**src/rtl/eth_10g_st_pkg.sv**
```systemverilog
// Shared definitions for the 10G MAC TX Avalon-ST timing adapter.
// Holds the default payload width, sideband field offsets and latency limits.
package eth_10g_st_pkg;

  localparam int ST_DATA_WIDTH     = 72;
  localparam int MAX_READY_LATENCY = 4;

  // Sideband layout above the 64-bit data word; opaque to the adapter itself
  localparam int SOP_BIT   = 64;
  localparam int EOP_BIT   = 65;
  localparam int EMPTY_LSB = 66;
  localparam int EMPTY_W   = 3;
  localparam int ERR_BIT   = 69;

  function automatic bit is_pow2(input int n);
    return (n > 0) && ((n & (n - 1)) == 0);
  endfunction

endpackage

```
**src/rtl/blk_b6e46f_if.sv**
```systemverilog
// Avalon-ST beat bus: payload, valid and ready bundled for either side of the adapter.
interface blk_b6e46f_if
  import eth_10g_st_pkg::*;
#(
  parameter int DATA_WIDTH = ST_DATA_WIDTH
) ();

  logic [DATA_WIDTH-1:0] data;
  logic                  valid;
  logic                  ready;

  modport master (output data, output valid, input ready);
  modport slave  (input data, input valid, output ready);

endinterface

```
**src/rtl/eth_10g_st_ready_pipe.sv**
```systemverilog
// Delays the downstream ready by READY_LATENCY cycles so it lines up with the
// cycle in which the sink actually absorbs a beat; latency 0 is a plain wire.
module eth_10g_st_ready_pipe
  import eth_10g_st_pkg::*;
#(
  parameter int READY_LATENCY = 2
) (
  input  logic clk,
  input  logic reset,
  input  logic out_ready,
  output logic rdy_eff
);

  if (READY_LATENCY < 0 || READY_LATENCY > MAX_READY_LATENCY) begin : g_bad_latency
    $error("READY_LATENCY out of range 0..%0d", MAX_READY_LATENCY);
  end

  if (READY_LATENCY == 0) begin : g_pass
    logic unused_clk_rst;
    assign unused_clk_rst = clk ^ reset;
    assign rdy_eff = out_ready;
  end else begin : g_pipe
    logic [READY_LATENCY-1:0] rdy_pipe;

    always_ff @(posedge clk) begin
      if (reset) begin
        rdy_pipe <= '0;
      end else begin
        rdy_pipe[0] <= out_ready;
        for (int i = 1; i < READY_LATENCY; i++) begin
          rdy_pipe[i] <= rdy_pipe[i-1];
        end
      end
    end

    assign rdy_eff = rdy_pipe[READY_LATENCY-1];
  end

endmodule

```
**src/rtl/blk_b6e46f.sv**
```systemverilog
// TX timing adapter: ready-latency-0 upstream into a small circular buffer that
// drains into a MAC sink whose ready leads its acceptance by READY_LATENCY cycles.
module blk_b6e46f
  import eth_10g_st_pkg::*;
#(
  parameter int DATA_WIDTH    = ST_DATA_WIDTH,
  parameter int READY_LATENCY = 2,
  parameter int DEPTH         = 4
) (
  input  logic                     clk,
  input  logic                     reset,
  blk_b6e46f_if.slave              in_st,
  blk_b6e46f_if.master             out_st,
  output logic [$clog2(DEPTH):0]   fill_level
);

  localparam int PTR_W = $clog2(DEPTH);
  localparam int CNT_W = PTR_W + 1;

  if (!is_pow2(DEPTH)) begin : g_bad_depth_pow2
    $error("DEPTH must be a power of two");
  end
  if (DEPTH < READY_LATENCY + 2) begin : g_bad_depth_size
    $error("DEPTH must be at least READY_LATENCY+2 to absorb in-flight beats");
  end

  logic [DATA_WIDTH-1:0] mem [DEPTH];
  logic [PTR_W-1:0]      wr_ptr;
  logic [PTR_W-1:0]      rd_ptr;
  logic [CNT_W-1:0]      count;
  logic                  rdy_eff;
  logic                  in_rdy;
  logic                  out_vld;
  logic                  wr_en;
  logic                  rd_en;

  eth_10g_st_ready_pipe #(
    .READY_LATENCY (READY_LATENCY)
  ) u_ready_pipe (
    .clk       (clk),
    .reset     (reset),
    .out_ready (out_st.ready),
    .rdy_eff   (rdy_eff)
  );

  // Full blocks writes even if a read happens this cycle: no write-through
  assign in_rdy  = !reset && (count != CNT_W'(DEPTH));
  assign out_vld = !reset && (count != '0) && rdy_eff;
  assign wr_en   = in_st.valid && in_rdy;
  assign rd_en   = out_vld;

  assign in_st.ready  = in_rdy;
  assign out_st.valid = out_vld;
  assign out_st.data  = mem[rd_ptr];
  assign fill_level   = count;

  always_ff @(posedge clk) begin
    if (wr_en) begin
      mem[wr_ptr] <= in_st.data;
    end
  end

  always_ff @(posedge clk) begin
    if (reset) begin
      wr_ptr <= '0;
      rd_ptr <= '0;
      count  <= '0;
    end else begin
      if (wr_en) begin
        wr_ptr <= wr_ptr + PTR_W'(1);
      end
      if (rd_en) begin
        rd_ptr <= rd_ptr + PTR_W'(1);
      end
      case ({wr_en, rd_en})
        2'b10:   count <= count + CNT_W'(1);
        2'b01:   count <= count - CNT_W'(1);
        default: count <= count;
      endcase
    end
  end

  a_count_bound: assert property (@(posedge clk) disable iff (reset)
    count <= CNT_W'(DEPTH));

  a_valid_needs_ready: assert property (@(posedge clk)
    out_vld |-> rdy_eff);

endmodule

```
**src/flat_wrapper.sv**
```systemverilog
// flat-port wrapper written by rule: the top's interface ports become plain ports
module blk_b6e46f_flat import eth_10g_st_pkg::*;
#(
  parameter int DATA_WIDTH    = ST_DATA_WIDTH,
  parameter int READY_LATENCY = 2,
  parameter int DEPTH         = 4
)
  (clk, reset, fill_level, in_st_data, in_st_valid, in_st_ready, out_st_data, out_st_valid, out_st_ready);
  blk_b6e46f_if #(.DATA_WIDTH(DATA_WIDTH)) in_st_i ();
  blk_b6e46f_if #(.DATA_WIDTH(DATA_WIDTH)) out_st_i ();
  input  logic clk;
  input  logic reset;
  output logic [$clog2(DEPTH):0] fill_level;
  input wire logic [$bits(in_st_i.data)-1:0] in_st_data;
  input wire logic [$bits(in_st_i.valid)-1:0] in_st_valid;
  output wire logic [$bits(in_st_i.ready)-1:0] in_st_ready;
  output wire logic [$bits(out_st_i.data)-1:0] out_st_data;
  output wire logic [$bits(out_st_i.valid)-1:0] out_st_valid;
  input wire logic [$bits(out_st_i.ready)-1:0] out_st_ready;
  assign in_st_i.data = in_st_data;
  assign in_st_i.valid = in_st_valid;
  assign in_st_ready = in_st_i.ready;
  assign out_st_data = out_st_i.data;
  assign out_st_valid = out_st_i.valid;
  assign out_st_i.ready = out_st_ready;
  blk_b6e46f #(.DATA_WIDTH(DATA_WIDTH), .READY_LATENCY(READY_LATENCY), .DEPTH(DEPTH)) u_core (.clk(clk), .reset(reset), .in_st(in_st_i), .out_st(out_st_i), .fill_level(fill_level));
endmodule
```
**config.mk**
```make
export PLATFORM = sky130hd
export DESIGN_NAME = blk_b6e46f_flat
export DESIGN_NICKNAME = d
export VERILOG_FILES = /design/src/rtl/eth_10g_st_pkg.sv /design/src/rtl/blk_b6e46f_if.sv /design/src/rtl/eth_10g_st_ready_pipe.sv /design/src/rtl/blk_b6e46f.sv /design/src/flat_wrapper.sv
export SDC_FILE = /design/constraint.sdc
export NUM_CORES = 1
export LEC_CHECK = 0
export ABC_CLOCK_PERIOD_IN_PS = 3600
export CORE_MARGIN = 1
export CORE_UTILIZATION = 50
export DETAILED_ROUTE_END_ITERATION = 7
export GPL_TIMING_DRIVEN = 0
export PLACE_DENSITY = 0.86
export SYNTH_ARGS = -nofsm -noshare
export SYNTH_HDL_FRONTEND = slang
export SYNTH_SLANG_ARGS = --single-unit
```
**constraint.sdc**
```tcl
create_clock -name clk -period 3.6 [get_ports clk]
set_input_delay 0.36 -clock clk [delete_from_list [all_inputs] [get_ports clk]]
set_output_delay 0.36 -clock clk [all_outputs]
set_load 0.1 [all_outputs]
```
; Word-level counts from Yosys, hierarchy flattened
; Memories as Yosys holds them, arrays and structs flattened. A register that Yosys moved wholly into a read port is not among the register bits.
; Cells that the tools add are included.
[totals]
reg_bits = 9
mem_bits_rw = 288
memories = 1
input_bits = 76
[memory_table]
columns = name, depth, word_bits, rd, rd_ports_with_merged_regs, wr, line
row1 = u_core.mem, 4, 72, 1, 1, 1, blk_b6e46f.sv:27  ; logic [DATA_WIDTH-1:0] mem [DEPTH];
[classes]
muxes = 5
addsub = 4
n_eq_ne = 3
n_reduce_logical = 7
[ops]
columns = cell, count
row1 = 3-bit case mux with 2 select lines, 1
row2 = "2-bit by 1-bit adder with 2-bit output, second input constant", 2
row3 = 1-bit logical AND, 4
row4 = 2-bit 2-to-1 mux, 2
row5 = "3-bit by 1-bit adder with 3-bit output, second input constant", 1
row6 = "3-bit inequality test, second input constant", 1
row7 = 3-bit nonzero test, 1
row8 = "3-bit by 1-bit subtractor with 3-bit output, second input constant", 1
row9 = "2-bit by 1-bit == test with 1-bit output, second input constant", 1
row10 = "2-bit == test, second input constant", 1
row11 = 1-bit 2-to-1 mux, 2
row12 = 2-bit nonzero test, 1
row13 = 1-bit zero test, 1

; Logic depth before layout (Yosys ltp)
; Gate-level depths: netlist (run 1).
[depth]
depth_word = 5
ltp_mapped = 9

; Modules after synthesis
; Synthesis (run 1) repeated with hierarchy kept, for this count alone.
[unflattened]
hier_cells = 430
hier_area_um2 = 10999.3
[by_module_without_submodules]
columns = module, seq_area_each_um2, area_each_um2, cells_per_inst, n_inst
row1 = blk_b6e46f, 8828.5, 10946.7, 426, 1
row2 = eth_10g_st_ready_pipe, 40.0, 52.6, 4, 1

; Least setup slack after synthesis (run 1)
; Ideal clock, no wire load.
[synth_timing]
path_kind = register to register
start = reg u_core.count[0] (netlist: u_core.fill_level[0])
end = reg u_core.count[2] (netlist: u_core.fill_level[2])
required_time_ns = 3.529
setup_slack_ns = -0.405
stages_incl_launch_ff = 9
setup_time_ns = 0.071
period_less_slack_ns = 4.005
arrival_ns = 3.935
n_path_buf = 0
path_cell_list = dfxtp_1 > o31ai_1 > nor2_1 > ha_1 > inv_1 > fa_1 > xor2_1 > or3_1 > a21oi_1
[synth_via]
elab_chain_len = 5
[synth_lines]
columns = item, line
row1 = start: declaration, blk_b6e46f.sv:30  ; logic [CNT_W-1:0] count;
row2 = start signal: assignment, blk_b6e46f.sv:76  ; 2'b10: count <= count + CNT_W'(1);
row3 = start signal: assignment, blk_b6e46f.sv:77  ; 2'b01: count <= count - CNT_W'(1);
row4 = start signal: assignment, blk_b6e46f.sv:78  ; default: count <= count;
row5 = 3-bit nonzero test *, blk_b6e46f.sv:48  ; assign out_vld = !reset && (count != '0) && rdy_eff;
row6 = 1-bit logical AND * (2 in a row), blk_b6e46f.sv:48
row7 = named net out_st_valid, flat_wrapper.sv:18  ; output wire logic [$bits(out_st_i.valid)-1:0] out_st_valid;
row8 = 2-bit by 1-bit == test with 1-bit output or 2-bit == test (tied branches), blk_b6e46f.sv:75  ; case ({wr_en, rd_en})
row9 = 3-bit case mux with 2 select lines or 2-bit nonzero test (tied branches), --
; The timed path passes the listed nets; every way through them passes the cells marked *.
; A chain may end at the register's enable or synchronous reset.

==> reports/results.ini, run 1 <==
[pwr]
ir_drop_v=0.000363
leakage_uw=0.00464
power_density_nw_per_um2=575

[layout]
antenna_cells=0
syn_to_final_growth_pct=27.9
fin_area_sq_um=14100
fill_cells=1318
finalNonFillerCells=913
nets=698
layout-drive-gt1-share_pct=21.6

[cts]
clock_path_buffers=3
cts_resized=0
cts_tree=yes
clk_pin_slew_ns=0.06
postCtsSetupRepairBufs=0
cts_buffers=28
clockRootBuffer=clkbuf_16
h-tree-depth=1
cts_hold_buf=0
clk_latency_ns=0.53
clock-sinks=299

[min_path]
hold_depth=2
hold_class=in -> reg

[worst_setup_path]
path_depth=4
crit_path_max_fanout=10
path_class=reg -> out
crit_arrival_ns=3.05
path_cells=clkbuf_1 > buf_2 > mux4_2 > clkdlybuf4s50_1
cp_num_buf_inv=3
cpPeakStageDelay_ns=1.13
cp-start-kind=flip-flop
r2r_cells=9
cp.required_ns=3.24
cp_slowest_cell=clkdlybuf4s50_1
cpLargestDelayFamily=buffers and inverters
cp-end-kind=primary output

[synth]
synthTopCellsByArea=edfxtp_1 (79%), mux4_2 (14%), dfxtp_1 (2.0%)
synth_top_area_share_pct=78.6
ys_ff_latch=299
synth_edf_count=288
syn-cell-area_sq_um=11000
yosys_warnings=0
syn_inst=430
yosysSeqAreaShare_pct=80.6
ys_async_sr_fraction_pct=0
yosysUniqueCellTypes=25
synth-main-ff-cell=edfxtp_1
syn-num-nets=512
synth_top_area_cell=edfxtp_1
synth.avg_cell_area_sq_um=25.6

[outcome]
status=complete, no violations

[global_routing]
antenna_found_initial=0
grt_overflow=0
grt_max_degree=51
grt_usage_pct=17.7
grt_first_pass_wirelength_um=29600
grt_pass1_vias=5454

[detailed_routing]
viasPerCell=5.45
dr.pass1.iters=4
num_vias=4978
first_iter_violations=242
wl_um=19600
remaining_drc_errors=0
wl_per_cell_um=21.4
postRouteAntennaNets=0

[sta]
grt_setup_unrepaired=no
final-hold-violation-count=0
setup_viol=0
fin_skew_ns=0.0155
slew-limit-headroom_pct=31.4
setup_tns_ns=0
worst_pin_slew_ns=1.03
finalCritPeriodShare_pct=94.7
min_period_ns=3.41
fmax_mhz=293
slew_violations=0

[place]
dp_hpwl_um=12100
port_buffers=152
dp.cells=861
routabilityCongestion=0.717
post_dp_cell_area_sq_um=13000

[die]
dieArea_sq_um=22600
core-area_sq_um=21300
die_h_um=150
rows=53
io_pins=153
start_util_pct=51.7
die_w_um=150

[job]
max_cap_violations=0

-- worst reg2reg max path, stage by stage, from the launching register on --
cell and delay [ns]:
dfxtp_1 0.42, nor3b_2 0.33, nor3b_4 0.12, inv_1 0.08, ha_1 0.17, inv_1 0.06, fa_1 0.37, xor2_1 0.16
or3_1 0.31, a21oi_1 0.15
-- cell type report --
class	count	area (sq um)	share of cell area [%]
buffer	17	194	1.38
clock buffer	35	748	5.32
clock inverter	17	283	2.01
inverter	6	22.5	0.160
multi-input combinational	108	1930	13.7
sequential	299	8870	63.1
tap	275	344	2.45
timing repair buffer	156	1680	11.9
-- flip-flops by register name (all words and copies together) (netlist names), named ones only --
signal	flops
u_core.fill_level	3
u_core.mem	288
u_core.rd_ptr	2
u_core.u_ready_pipe.g_pipe.rdy_pipe	2
u_core.wr_ptr	2
-- cell usage after synthesis (all sizes together), types with 2 or more instances --
cell type    n
nor2         9
inv          6
buf         15
and2         4
xor2         4
clkbuf       2
a21oi        2
ha           5
edfxtp     288
dfxtp       11
nor2b        2
nor3b        2
mux4        72
-- layer usage --
layer | track usage, % | wire (um)
met1 | 22.2 | 7680
met3 | 3.36 | 962
met2 | 31.7 | 10500
met4 | 4.75 | 405
met5 | 0 | 0
-- kinds of logic after synthesis --
group                    Yosys count  synth area share, %
AND/OR/NAND/NOR                   19                 1.05
AO/OA/AOI/OAI                      5                0.284
flip-flops                       299                 80.6
multiplexers                      74                 15.0
buffers and inverters             23                 1.97
adder cells (fa/ha/maj)            6                0.751
XOR/XNOR                           4                0.318
-- final timing paths --
check / from / end / slack (ns)
max: flip-flop / out_st_data[41] / 0.19
min: out_st_ready / u_core.u_ready_pipe.g_pipe.rdy_pipe[0] / 0.39
max reg2reg: u_core.fill_level[2] / u_core.fill_level[2] / 1.36
min reg2reg: u_core.u_ready_pipe.g_pipe.rdy_pipe[0] / u_core.u_ready_pipe.g_pipe.rdy_pipe[1] / 0.46
-- where the power goes --
group          switching [uW]  leakage, uW  internal, uW
sequential               30.2      0.00271          3940
clock                    1180     0.000500          2040
combinational             619      0.00144           269
total                    1830      0.00464          6250
-- placed cells by master (no fill, tap or decap), types with 2 or more instances in the layout --
| master | n |
|---|---|
| edfxtp_1 | 288 |
| clkdlybuf4s50_1 | 131 |
| inv_1 | 6 |
| nor2_1 | 8 |
| xor2_1 | 4 |
| dlymetal6s2s_1 | 21 |
| mux4_2 | 70 |
| ha_1 | 5 |
| clkbuf_1 | 8 |
| clkinv_1 | 4 |
| clkbuf_16 | 29 |
| bufinv_16 | 8 |
| buf_16 | 3 |
| buf_2 | 7 |
| nor2b_1 | 2 |
| mux4_1 | 2 |
| dfxtp_1 | 11 |
| buf_12 | 8 |
| and2_4 | 4 |
| clkinv_2 | 4 |
| a21oi_1 | 2 |
-- per-stage QoR --
stage	setup WS [ns]	power (uW)	hold slack, ns	utilization [%]
2_1_floorplan	0.104	4640	0.414	-
3_3_place_gp	0.335	4900	0.422	60.5
3_5_place_dp	0.655	4940	0.437	61.0
4_1_cts	0.0556	8140	0.377	65.8
5_1_grt	0.00106	8290	0.398	66.1
6_report	0.190	8080	0.394	66.1
Note: power is estimated with default switching activity, not from simulation.
==> inputs of run 2 (changes only) <==
--- a/config.mk
+++ b/config.mk
@@ -10,7 +10,7 @@
 export CORE_UTILIZATION = 50
 export DETAILED_ROUTE_END_ITERATION = 7
 export GPL_TIMING_DRIVEN = 0
-export PLACE_DENSITY = 0.86
+export PLACE_DENSITY_LB_ADDON = 0.05
 export SYNTH_ARGS = -nofsm -noshare
 export SYNTH_HDL_FRONTEND = slang
 export SYNTH_SLANG_ARGS = --single-unit
==> run 2 against run 1 <==
Compared with the run above:
- first-iteration DRC count increased by 7.0%
- sequential cell count stayed put
- critical path type unchanged
- sequential power about the same
- clock power fell by 6.2%
- routed wire length shrank 3.7%
- worst setup slack got worse by 0.081 ns
- clock skew is 0.0049 ns lower
- fmax down 2.3%
==> reports/results.ini, run 2 (synthesis gave the netlist of run 1 again) <==
[outcome]
status=complete, no violations

[worst_setup_path]
cp-start-kind=flip-flop
cp-end-kind=primary output
crit_path_max_fanout=10
cp.required_ns=3.24
path_class=reg -> out
crit_arrival_ns=3.13

[die]
rows=53
die_h_um=150
die_w_um=150
io_pins=153
core-area_sq_um=21300
dieArea_sq_um=22600
start_util_pct=51.7

[layout]
top_register=u_core.mem
final_cell_mix=edfxtp_1 (288), clkdlybuf4s50_1 (141), mux4_2 (70)
fill_cells=1393
final_common_cell=edfxtp_1
nets=700
antenna_cells=0
fin_area_sq_um=14000
layout-drive-gt1-share_pct=22.0
seqCellArea_sq_um=8870
syn_to_final_growth_pct=27.2
multiInputGateArea_sq_um=1930
largest_reg_flops=288
post-route-util_pct=65.7

[detailed_routing]
postRouteAntennaNets=0
num_vias=4944
first_iter_violations=259
remaining_drc_errors=0
dr.pass1.iters=4
wl_per_cell_um=20.6
viasPerCell=5.39
wl_um=18900

[cts]
postCtsSetupRepairBufs=0
cts_tree=yes
cts_buffers=30
clock-sinks=299
clock_path_buffers=3
clockRootBuffer=clkbuf_16
cts_hold_buf=0
h-tree-depth=1
clk_latency_ns=0.54
clk_pin_slew_ns=0.06

[global_routing]
grt_usage_pct=17.6
grt_pass1_vias=5346
antenna_found_initial=0
grt_first_pass_wirelength_um=29300
grt_overflow=0
grt_max_degree=52

[sta]
worst_pin_slew_ns=1.04
fmax_mhz=286
finalCritPeriodShare_pct=97.0
setup_viol=0
slew-limit-headroom_pct=30.8
slew_violations=0
fin_skew_ns=0.0106
setup_tns_ns=0
min_period_ns=3.49
final-hold-violation-count=0

[min_path]
hold_class=in -> reg

[pwr]
power_density_nw_per_um2=562
ir_drop_v=0.000372
leakage_uw=0.00452

[place]
dp_hpwl_um=11400
routabilityCongestion=0.727
post_dp_cell_area_sq_um=13000
port_buffers=152

[job]
max_cap_violations=0

## run 2: cell types whose count changed in the layout (fill, tap and decap cells not counted), sizes merged
cell	previous run	this run
bufinv	8	3
clkbuf	37	42
clkdlybuf4s50	131	141
clkinvlp	1	4
dlygate4sd2	0	1
dlymetal6s2s	21	10
inv	6	7
## run 2: layer usage
metal  GRT usage, %  part of all wire [%]
met5              0                     0
met3           3.85                   6.6
met4           5.61                   2.5
met1           23.3                    41
met2           29.3                    50
## run 2: worst paths after layout
check,to,cells after the start,start,slack [ns]
worst max-delay path,out_st_data[50],4,flip-flop,0.11
worst min-delay path,u_core.u_ready_pipe.g_pipe.rdy_pipe[0],2,out_st_ready,0.38
worst max register to register,u_core.fill_level[2],9,u_core.fill_level[2],1.44
worst min register to register,u_core.u_ready_pipe.g_pipe.rdy_pipe[1],1,u_core.u_ready_pipe.g_pipe.rdy_pipe[0],0.43
## run 2: through the flow
step	cells	setup WS, ns	power [uW]	hold WS [ns]
after detailed placement	861	0.577	4940	0.420
after global routing	917	-0.000245	8120	0.378
final	917	0.109	7870	0.378
after floorplan	430	0.104	4640	0.414
after CTS	917	0.00601	7960	0.360
after global placement	857	0.245	4910	0.424
## run 2: final cells by class
class | instances | area share (%)
clock inverters | 16 | 1.18
flip-flops and latches | 299 | 63.4
plain buffers | 17 | 1.39
well taps | 275 | 2.46
multi-input cells | 108 | 13.8
repair buffers | 156 | 11.8
clock buffers | 40 | 5.86
inverters | 6 | 0.161
## run 2: report_power, final
part / leakage (uW) / switching [uW] / total, uW / internal, uW
registers: 0.00271 / 27.8 / 3970 / 3940
logic: 0.00134 / 614 / 883 / 269
clock network: 0.000470 / 1210 / 3020 / 1810
total: 0.00452 / 1850 / 7870 / 6020
## run 2: what timing repair did
item                       CTS  global route
pin swaps                    0             0
gates cloned                 0             0
setup endpoints to repair    1            10
gates resized for setup      1            10
## run 2: critical path, cell delays in order, from the launching register on
cell and delay (ns):
dfxtp_1 0.32, clkbuf_1 0.47, buf_2 0.40, mux4_2 0.25, clkdlybuf4s50_1 1.15
